--- src/rtl/clock_ctrl_pkg.sv ---
// -----------------------------------------------------------------------------
// clock_ctrl_pkg
// Shared types and constants for the clock time-set controller: FSM state
// enum, edit-field codes, field widths and limits, and a wrap-around
// increment helper used when the user steps a time field.
// -----------------------------------------------------------------------------
package clock_ctrl_pkg;

   localparam int HOUR_W   = 5;
   localparam int MIN_W    = 6;
   localparam int SEC_W    = 6;

   localparam int MAX_HOUR = 23;
   localparam int MAX_MIN  = 59;
   localparam int MAX_SEC  = 59;

   typedef enum logic [1:0] {
      RUN   = 2'd0,
      SET_H = 2'd1,
      SET_M = 2'd2,
      SET_S = 2'd3
   } state_t;

   // Codes presented on the field output so a display can pick what to blink.
   localparam logic [1:0] FIELD_NONE = 2'd0;
   localparam logic [1:0] FIELD_HOUR = 2'd1;
   localparam logic [1:0] FIELD_MIN  = 2'd2;
   localparam logic [1:0] FIELD_SEC  = 2'd3;

   // Step a time field by one, rolling over to zero past its maximum.
   // Six bits covers the widest field; callers narrow the result.
   function automatic logic [5:0] wrap_inc(input logic [5:0] value,
                                           input logic [5:0] max_value);
      return (value == max_value) ? 6'd0 : value + 6'd1;
   endfunction

endpackage

--- src/rtl/tick_prescaler.sv ---
// -----------------------------------------------------------------------------
// tick_prescaler
// Free-running divider: while run is high it counts 0..DIV-1 and raises tick
// during the cycle the count sits at DIV-1, then wraps. While run is low the
// count holds at 0, so the first tick after run rises comes DIV cycles later.
// restart forces the count back to 0 without stopping it.
//
// Ports:
//   clk      in  system clock, rising edge
//   rst      in  synchronous active-low reset
//   run      in  count enable; low holds the count at 0
//   restart  in  one-cycle request to restart the count at 0
//   tick     out high for one cycle at the end of each DIV-cycle period
// -----------------------------------------------------------------------------
module tick_prescaler #(
   parameter int DIV = 4
) (
   input  logic clk,
   input  logic rst,
   input  logic run,
   input  logic restart,
   output logic tick
);

   localparam int               CNT_W = (DIV > 1) ? $clog2(DIV) : 1;
   localparam logic [CNT_W-1:0] LAST  = CNT_W'(DIV - 1);

   logic [CNT_W-1:0] r_count;

   // NOTE: reset is sampled inside the clocked block (synchronous), and all
   // state is assigned with <= so every register sees pre-edge values.
   always_ff @(posedge clk) begin
      if (!rst) begin
         r_count <= '0;
      end else if (!run || restart || (r_count == LAST)) begin
         r_count <= '0;
      end else begin
         r_count <= r_count + CNT_W'(1);
      end
   end

   assign tick = run && (r_count == LAST);

endmodule

--- src/rtl/clock_set_controller.sv ---
// -----------------------------------------------------------------------------
// clock_set_controller
// Sequencer for the digital_clock counter. Generates the 1 s count-enable
// tick, and runs a time-set FSM from two debounced pushbuttons: mode captures
// the running time into shadow registers and steps hours -> minutes ->
// seconds -> back to run (loading the edited time); inc steps the field under
// edit with wrap and no carry. The field being edited blinks.
//
// Ports:
//   clk       in   system clock, rising edge
//   rst       in   synchronous active-low reset
//   mode_btn  in   debounced level; rising edge advances the FSM
//   inc_btn   in   debounced level; rising edge increments the edited field
//   cur_h/m/s in   running time from the counter
//   en        out  one-cycle count tick, only in RUN
//   load      out  one-cycle pulse: counter takes load_h/m/s
//   load_h/m/s out shadow time
//   field     out  0 none, 1 hour, 2 minute, 3 second
//   blink     out  edit-field blink phase, 0 in RUN
// -----------------------------------------------------------------------------
module clock_set_controller
   import clock_ctrl_pkg::*;
#(
   parameter int TICK_DIV  = 100000000,
   parameter int BLINK_DIV = 50000000
) (
   input  logic              clk,
   input  logic              rst,
   input  logic              mode_btn,
   input  logic              inc_btn,
   input  logic [HOUR_W-1:0] cur_h,
   input  logic [MIN_W-1:0]  cur_m,
   input  logic [SEC_W-1:0]  cur_s,
   output logic              en,
   output logic              load,
   output logic [HOUR_W-1:0] load_h,
   output logic [MIN_W-1:0]  load_m,
   output logic [SEC_W-1:0]  load_s,
   output logic [1:0]        field,
   output logic              blink
);

   state_t            r_state;
   logic              r_mode_d1, r_mode_d2;
   logic              r_inc_d1, r_inc_d2;
   logic [1:0]        r_hist_vld;
   logic              r_load;
   logic [HOUR_W-1:0] r_load_h;
   logic [MIN_W-1:0]  r_load_m;
   logic [SEC_W-1:0]  r_load_s;
   logic [1:0]        r_field;
   logic              r_blink;

   logic              w_mode_press, w_inc_press;
   logic              w_run, w_blink_restart;
   logic              w_en_tick, w_blink_tick;

   // Button history. r_hist_vld marks when the older history bit holds a real
   // post-reset sample, so a button held through reset release is not seen
   // as a fresh press.
   always_ff @(posedge clk) begin
      if (!rst) begin
         r_mode_d1  <= 1'b0;
         r_mode_d2  <= 1'b0;
         r_inc_d1   <= 1'b0;
         r_inc_d2   <= 1'b0;
         r_hist_vld <= 2'b00;
      end else begin
         r_mode_d1  <= mode_btn;
         r_mode_d2  <= r_mode_d1;
         r_inc_d1   <= inc_btn;
         r_inc_d2   <= r_inc_d1;
         r_hist_vld <= {r_hist_vld[0], 1'b1};
      end
   end

   // mode takes priority: an inc in the same cycle as mode is dropped here,
   // so the FSM never has to arbitrate.
   assign w_mode_press    = r_hist_vld[1] & r_mode_d1 & ~r_mode_d2;
   assign w_inc_press     = r_hist_vld[1] & r_inc_d1 & ~r_inc_d2 & ~w_mode_press;
   assign w_run           = (r_state == RUN);
   assign w_blink_restart = w_mode_press | w_inc_press;

   tick_prescaler #(.DIV(TICK_DIV)) u_en_prescaler (
      .clk     (clk),
      .rst     (rst),
      .run     (w_run),
      .restart (1'b0),
      .tick    (w_en_tick)
   );

   tick_prescaler #(.DIV(BLINK_DIV)) u_blink_prescaler (
      .clk     (clk),
      .rst     (rst),
      .run     (~w_run),
      .restart (w_blink_restart),
      .tick    (w_blink_tick)
   );

   always_ff @(posedge clk) begin
      if (!rst) begin
         r_state  <= RUN;
         r_field  <= FIELD_NONE;
         r_load   <= 1'b0;
         r_load_h <= '0;
         r_load_m <= '0;
         r_load_s <= '0;
         r_blink  <= 1'b0;
      end else begin
         r_load <= 1'b0;
         // Blink tick only fires in SET states; a press below overrides it
         // and restarts the phase at 1.
         if (w_blink_tick) begin
            r_blink <= ~r_blink;
         end
         unique case (r_state)
            RUN: begin
               if (w_mode_press) begin
                  r_state  <= SET_H;
                  r_field  <= FIELD_HOUR;
                  r_blink  <= 1'b1;
                  r_load_h <= cur_h;
                  r_load_m <= cur_m;
                  r_load_s <= cur_s;
               end
            end
            SET_H: begin
               if (w_mode_press) begin
                  r_state <= SET_M;
                  r_field <= FIELD_MIN;
                  r_blink <= 1'b1;
               end else if (w_inc_press) begin
                  r_load_h <= HOUR_W'(wrap_inc(6'(r_load_h), 6'(MAX_HOUR)));
                  r_blink  <= 1'b1;
               end
            end
            SET_M: begin
               if (w_mode_press) begin
                  r_state <= SET_S;
                  r_field <= FIELD_SEC;
                  r_blink <= 1'b1;
               end else if (w_inc_press) begin
                  r_load_m <= wrap_inc(r_load_m, 6'(MAX_MIN));
                  r_blink  <= 1'b1;
               end
            end
            SET_S: begin
               if (w_mode_press) begin
                  r_state <= RUN;
                  r_field <= FIELD_NONE;
                  r_blink <= 1'b0;
                  r_load  <= 1'b1;
               end else if (w_inc_press) begin
                  r_load_s <= wrap_inc(r_load_s, 6'(MAX_SEC));
                  r_blink  <= 1'b1;
               end
            end
         endcase
      end
   end

   assign en     = w_en_tick;
   assign load   = r_load;
   assign load_h = r_load_h;
   assign load_m = r_load_m;
   assign load_s = r_load_s;
   assign field  = r_field;
   assign blink  = r_blink;

endmodule

--- config.mk ---
export PLATFORM = sky130hd
export DESIGN_NAME = clock_set_controller
export DESIGN_NICKNAME = d
export VERILOG_FILES = /design/src/rtl/clock_ctrl_pkg.sv /design/src/rtl/tick_prescaler.sv /design/src/rtl/clock_set_controller.sv
export SDC_FILE = /design/constraint.sdc
export NUM_CORES = 1
export LEC_CHECK = 0
export ABC_AREA = 1
export CORE_ASPECT_RATIO = 1.4
export CORE_MARGIN = 10
export CORE_UTILIZATION = 55
export CTS_CLUSTER_SIZE = 28
export DETAILED_ROUTE_END_ITERATION = 10
export DONT_BUFFER_PORTS = 1
export PLACE_DENSITY = 0.68
export SLEW_MARGIN = 0
export SYNTH_ARGS = -nofsm -noshare
export SYNTH_HDL_FRONTEND = slang
export SYNTH_HIERARCHICAL = 1
export SYNTH_SLANG_ARGS = --single-unit
--- constraint.sdc ---
create_clock -name clk -period 2.1 [get_ports clk]
set_clock_uncertainty 0.05 [all_clocks]
set_input_delay 0.42 -clock clk [delete_from_list [all_inputs] [get_ports clk]]
set_output_delay 0.42 -clock clk [all_outputs]
set_load 0.01 [all_outputs]
* Word level (Yosys, flattened, before mapping)
Cells that the tools add are included.
** Storage, ports and cells
- Register bits after elaboration :: 80
- Logic and storage cells :: 95
- Input port bits :: 21
- Output and inout port bits :: 22
** Operators by class
- Multiplexer cells :: 28
- Add/subtract/negate cells :: 5
- Equality and inequality tests :: 18
- Reductions and logical operators :: 18
- Bitwise gates (word level) :: 12
** Operators with widths (count)
- two-way mux 6 bit :: 8
- adder 27 x 1 -> 27 bit, second input constant :: 1
- == test 27 bit, second input constant :: 1
- adder 26 x 1 -> 26 bit, second input constant :: 1
- == test 26 bit, second input constant :: 1
- one-hot mux 6 bit (2 select lines) :: 2
- two-way mux 5 bit :: 4
- inequality test 2 bit, second input constant :: 10
- AND reduction 4 bit :: 4
- adder 6 x 1 -> 6 bit, second input constant :: 2
- == test 6 bit, second input constant :: 2
- one-hot mux 5 bit (2 select lines) :: 1
- two-way mux 2 bit :: 4
- one-hot mux 2 bit (4 select lines) :: 1
- two-way mux 1 bit :: 7
- inverter 1 bit :: 6
- nonzero test 2 bit :: 3
- OR reduction 2 bit :: 3
- adder 5 x 1 -> 5 bit, second input constant :: 1
- AND 1 bit :: 5
- == test 5 bit, second input constant :: 1
- == test 2 bit, second input constant :: 2
- logical OR 1 bit :: 3
- one-hot mux 1 bit (3 select lines) :: 1
- other kinds (6) :: 7

* Depth between registers and ports, before layout
- Depth after elaboration :: 8
- Mapped depth :: 10

* Modules after synthesis
The synthesis kept the hierarchy.
** By module, submodules not included
- clock_set_controller :: times used 1, area an instance 1666.6 um^2, cells an instance 259
- tick_prescaler at u_en_prescaler :: times used 1, area an instance 1512.7 um^2, cells an instance 230
- tick_prescaler at u_blink_prescaler :: times used 1, area an instance 1507.7 um^2, cells an instance 229

* Least setup slack after synthesis
OpenSTA, ideal clock, no wires.
- Kind :: register to register
- From :: register field[0] (netlist name)
- To :: register u_blink_prescaler.r_count[21]
- Setup time :: 62 ps
- Buffers on the path :: 1
- Period minus slack after synthesis :: 1796 ps
- Path slack :: 304 ps
- Cell stages (with the launch flop) :: 9
- Data arrival time :: 1684 ps
- Cell sequence :: dfxtp_1 inv_1 ha_1 inv_2 inv_1 nor3b_1 nand2_4 buf_12 nor2_2
** RTL lines
- to (signal assigned) :: RTL line tick_prescaler.sv:38 : r_count <= r_count + CNT_W'(1);
- to (decl) :: RTL line tick_prescaler.sv:28 : logic [CNT_W-1:0] r_count;

* Final worst setup path
- From :: register u_en_prescaler.r_count[0]
- To :: output en
** On the way
- Cells in the longest elaborated chain, start to end :: 2
** Ends and longest elaborated chain
- from (decl) :: RTL line tick_prescaler.sv:28
- from (signal assigned) :: RTL line tick_prescaler.sv:38
- == test 27 bit :: RTL line tick_prescaler.sv:42 : assign tick = run && (r_count == LAST);
- logical AND 1 bit :: RTL line tick_prescaler.sv:42
- to (decl) :: RTL line clock_set_controller.sv:34 : output logic en,
Every way passes these cells.

==> results.tsv <==
metric	value	unit
status	finished, final reports clean	
crit-path leading delay family	simple AND/OR/NAND/NOR gates	
# hold bufs at CTS	0	
first-pass GRT wire length	17800	um
Die ar.	12700	um^2
async set or reset register ratio after synthesis	0	%
commonest non-fill, non-tap cell in the layout	nand2_1	
grt total ovfl	0	
post-route setup slack	0.120	ns
CTS H-Tree Depth	3	
final hold violations	0	
hold path startpoint	rst	
Post-Syn Area	4690	um^2
n_diodes	0	
period utilization	94.3	%
IO Pins	43	
WP data required	1.63	ns
worst r2r dst	u_blink_prescaler/r_count[10]$_SDFF_PP0_	
largest net degree at the start of global routing	28	
GRT Overall Usage	16.6	%
Layout area overhead	8.22	%
drt wl/cell	12.6	um
share of layout cells above drive strength 1	10.7	%
FMAX	0.505	GHz
initial core utilization	56.8	%
most frequent cells in the layout	nand2_1 (213), nor2_1 (131), dfxtp_1 (78)	
clk root buf	clkbuf_16	
Final min period	1.98	ns
I/O Buffers	0	
First-pass DRT Iterations	7	
CTS tree	built	
Max Cap Violations	0	
R2R Setup Slk	0.30	ns
hold crit path type	in -> reg	
placed cell count	815	
Seq/Total Area, Yosys	34.2	%
number of synthesized flops with an enable pin	0	
Post-DP HPWL	7900	um
Reg clk slew, reported paths	0.06	ns
final setup vio count	0	
Min-Delay Endpoint	r_hist_vld[0]$_DFF_P_	
Crit. End Element	primary output	
reg2reg path depth	7	
height of the chip	129	um
CP Buf/Inv Count	0	
most frequent CP cell	nor2_4	
pre-CTS setup slack	0.279	ns
vias in the first global route	3993	
vias	4241	
core area	8250	um^2
Net Count, Synth	748	
slowest CP cell	dfxtp_2	
grt met3 use	3.67	%
fin util	61.5	%
drt drc	0	
Clock Latency Late Sink	0.33	ns
VDD IR max	834	uV
std cell rows	39	
Startpoint Class	flop	
final wirelength	10500	um
Post-Syn Instances	718	
unrepaired setup endpoints after global routing	false	
DRT iter0 DRCs	239	
syn avg cell area	6.53	um^2
post-synth cell types	37	
Antenna Violating Nets Remaining	0	
Main synth FF type	dfxtp_1	
initial antenna violation count	0	
hold path depth	0	
cts bufs inserted	9	
worst r2r src	field[0]$_SDFFE_PN0P_	
GP Congestion	0.873	
Layout Nets	755	
Most Used Layer, Global Route	met2	
final std cells w/o fill	832	
Cell Pwr Density	1010	nW/um^2
Setup CP Type	reg -> out	
TritonCTS sink count	80	
max incr delay on CP	0.36	ns
total negative slack	0	ns
fillers	811	
#FFs+latches synth	80	
die width	98.0	um
GR Util met1	18.2	%
cells along the critical path	ha_4, nand2_1, nor2_4, nand2_4, nor2_4, nand4_1, nor2_2	
Vias/cell	5.10	
crit path DAT	1.51	ns
Bufs on Longest Clock Path	2	
worst-path fanout max	3	
Yosys warning count	6	
Global Route met2 Usage	30.1	%
Slew Viols, Final	0	
Lkg Pwr	1.93	nW
where the power goes:
| part | switching, mW | internal [mW] |
|---|---|---|
| Sequential | 0.325 | 1.72 |
| Combinational | 1.06 | 0.554 |
| Clock | 0.581 | 0.896 |
| Total | 1.96 | 3.17 |
per-layer routing:
layer	vias up	routed length, um
met4	0	156
met2	81	5430
li1	2228	-
met1	1916	4370
met3	16	520
met5	-	0
layout make-up:
class	instances	area (um^2)	area share (%)
clock inverter	2	12.5	0.247
sequential	80	1600	31.6
multi-input combinational	549	2720	53.6
clock buffer	14	274	5.40
timing repair buffer	4	30.0	0.592
tap	102	128	2.52
inverter	81	305	6.02
synth_stat cells (2+ instances only):
| library cell | number | share of area (%) |
|---|---|---|
| nor2_1 | 132 | 11 |
| or2_0 | 2 | 0.27 |
| dfxtp_1 | 80 | 34 |
| nand2_4 | 6 | 1.4 |
| inv_2 | 3 | 0.24 |
| nor2_4 | 8 | 1.9 |
| inv_1 | 77 | 6.2 |
| nand3_1 | 52 | 5.6 |
| nand4_1 | 8 | 1.1 |
| o21ai_0 | 9 | 0.96 |
| xor2_1 | 17 | 3.2 |
| and2_1 | 6 | 0.80 |
| o21bai_1 | 3 | 0.48 |
| or2_2 | 2 | 0.27 |
| buf_2 | 3 | 0.32 |
| nand2_1 | 213 | 17 |
| mux2i_1 | 2 | 0.43 |
| a21oi_1 | 22 | 2.3 |
| buf_6 | 2 | 0.48 |
| nand3b_1 | 3 | 0.48 |
| nor3_1 | 5 | 0.53 |
| ha_1 | 9 | 2.4 |
| nor2_2 | 20 | 2.7 |
| nand2_2 | 11 | 1.5 |
| xnor2_1 | 11 | 2.1 |
worst register-to-register path: cells and delay by family (launching register included):
family | cells | cell delay, ns
AND/OR/NAND/NOR | 2 | 0.69
adder cells (fa/ha/maj) | 1 | 0.22
buffers and inverters | 3 | 0.22
flip-flops | 1 | 0.33
AO/OA/AOI/OAI | 1 | 0.22
stage by stage:
step	total power [mW]	instance area, um^2	hold slack (ns)
after global placement	3.62	4760	0.343
after floorplan	3.35	4690	0.340
after CTS	5.19	5060	0.0528
after detailed placement	3.68	4760	0.356
after global routing	5.53	5070	0.0464
final	5.13	5070	0.0749
what timing repair did:
item / 4_1_cts / 5_1_grt
gates resized for setup: 1 / 4
buffers inserted: 1 / 0
pin swaps: 1 / 3
setup endpoints to repair: 1 / 1
how the worst max path moves through the flow:
stage	start	endpoint	slack (ns)	cells past startpoint
final	u_en_prescaler/r_count[0]$_SDFF_PP0_	en	0.12	7
after global routing	u_en_prescaler/r_count[0]$_SDFF_PP0_	en	0.005	7
after CTS	u_en_prescaler/r_count[0]$_SDFF_PP0_	en	0.01	7
after detailed placement	u_en_prescaler/r_count[0]$_SDFF_PP0_	en	0.28	7
after global placement	u_en_prescaler/r_count[0]$_SDFF_PP0_	en	0.31	7
after floorplan	field[0]$_SDFFE_PN0P_	u_blink_prescaler/r_count[21]$_SDFF_PP0_	0.30	8
sequential cells by signal, summed over array words and instances, names as in the netlist:
name,count
blink,1
field,2
load,1
load_h,5
load_m,6
load_s,6
r_hist_vld,2
r_inc_d1,1
r_inc_d2,1
r_mode_d1,1
r_mode_d2,1
u_blink_prescaler/r_count,26
u_en_prescaler/r_count,27
cells by family (layout without fill, tap and decap cells):
family / count (synthesis) / in the layout / share of synthesized area (%)
compound gates: 37 / 37 / 4.43
xor+xnor: 28 / 28 / 5.23
fa+ha+maj: 9 / 9 / 2.40
buf+inv: 89 / 101 / 8.14
flops: 80 / 80 / 34.2
mux: 2 / 2 / 0.427
other cells: 1 / 1 / 0.0800
simple gates: 472 / 472 / 45.1
No activity file was read; power rests on OpenSTA's default activity.
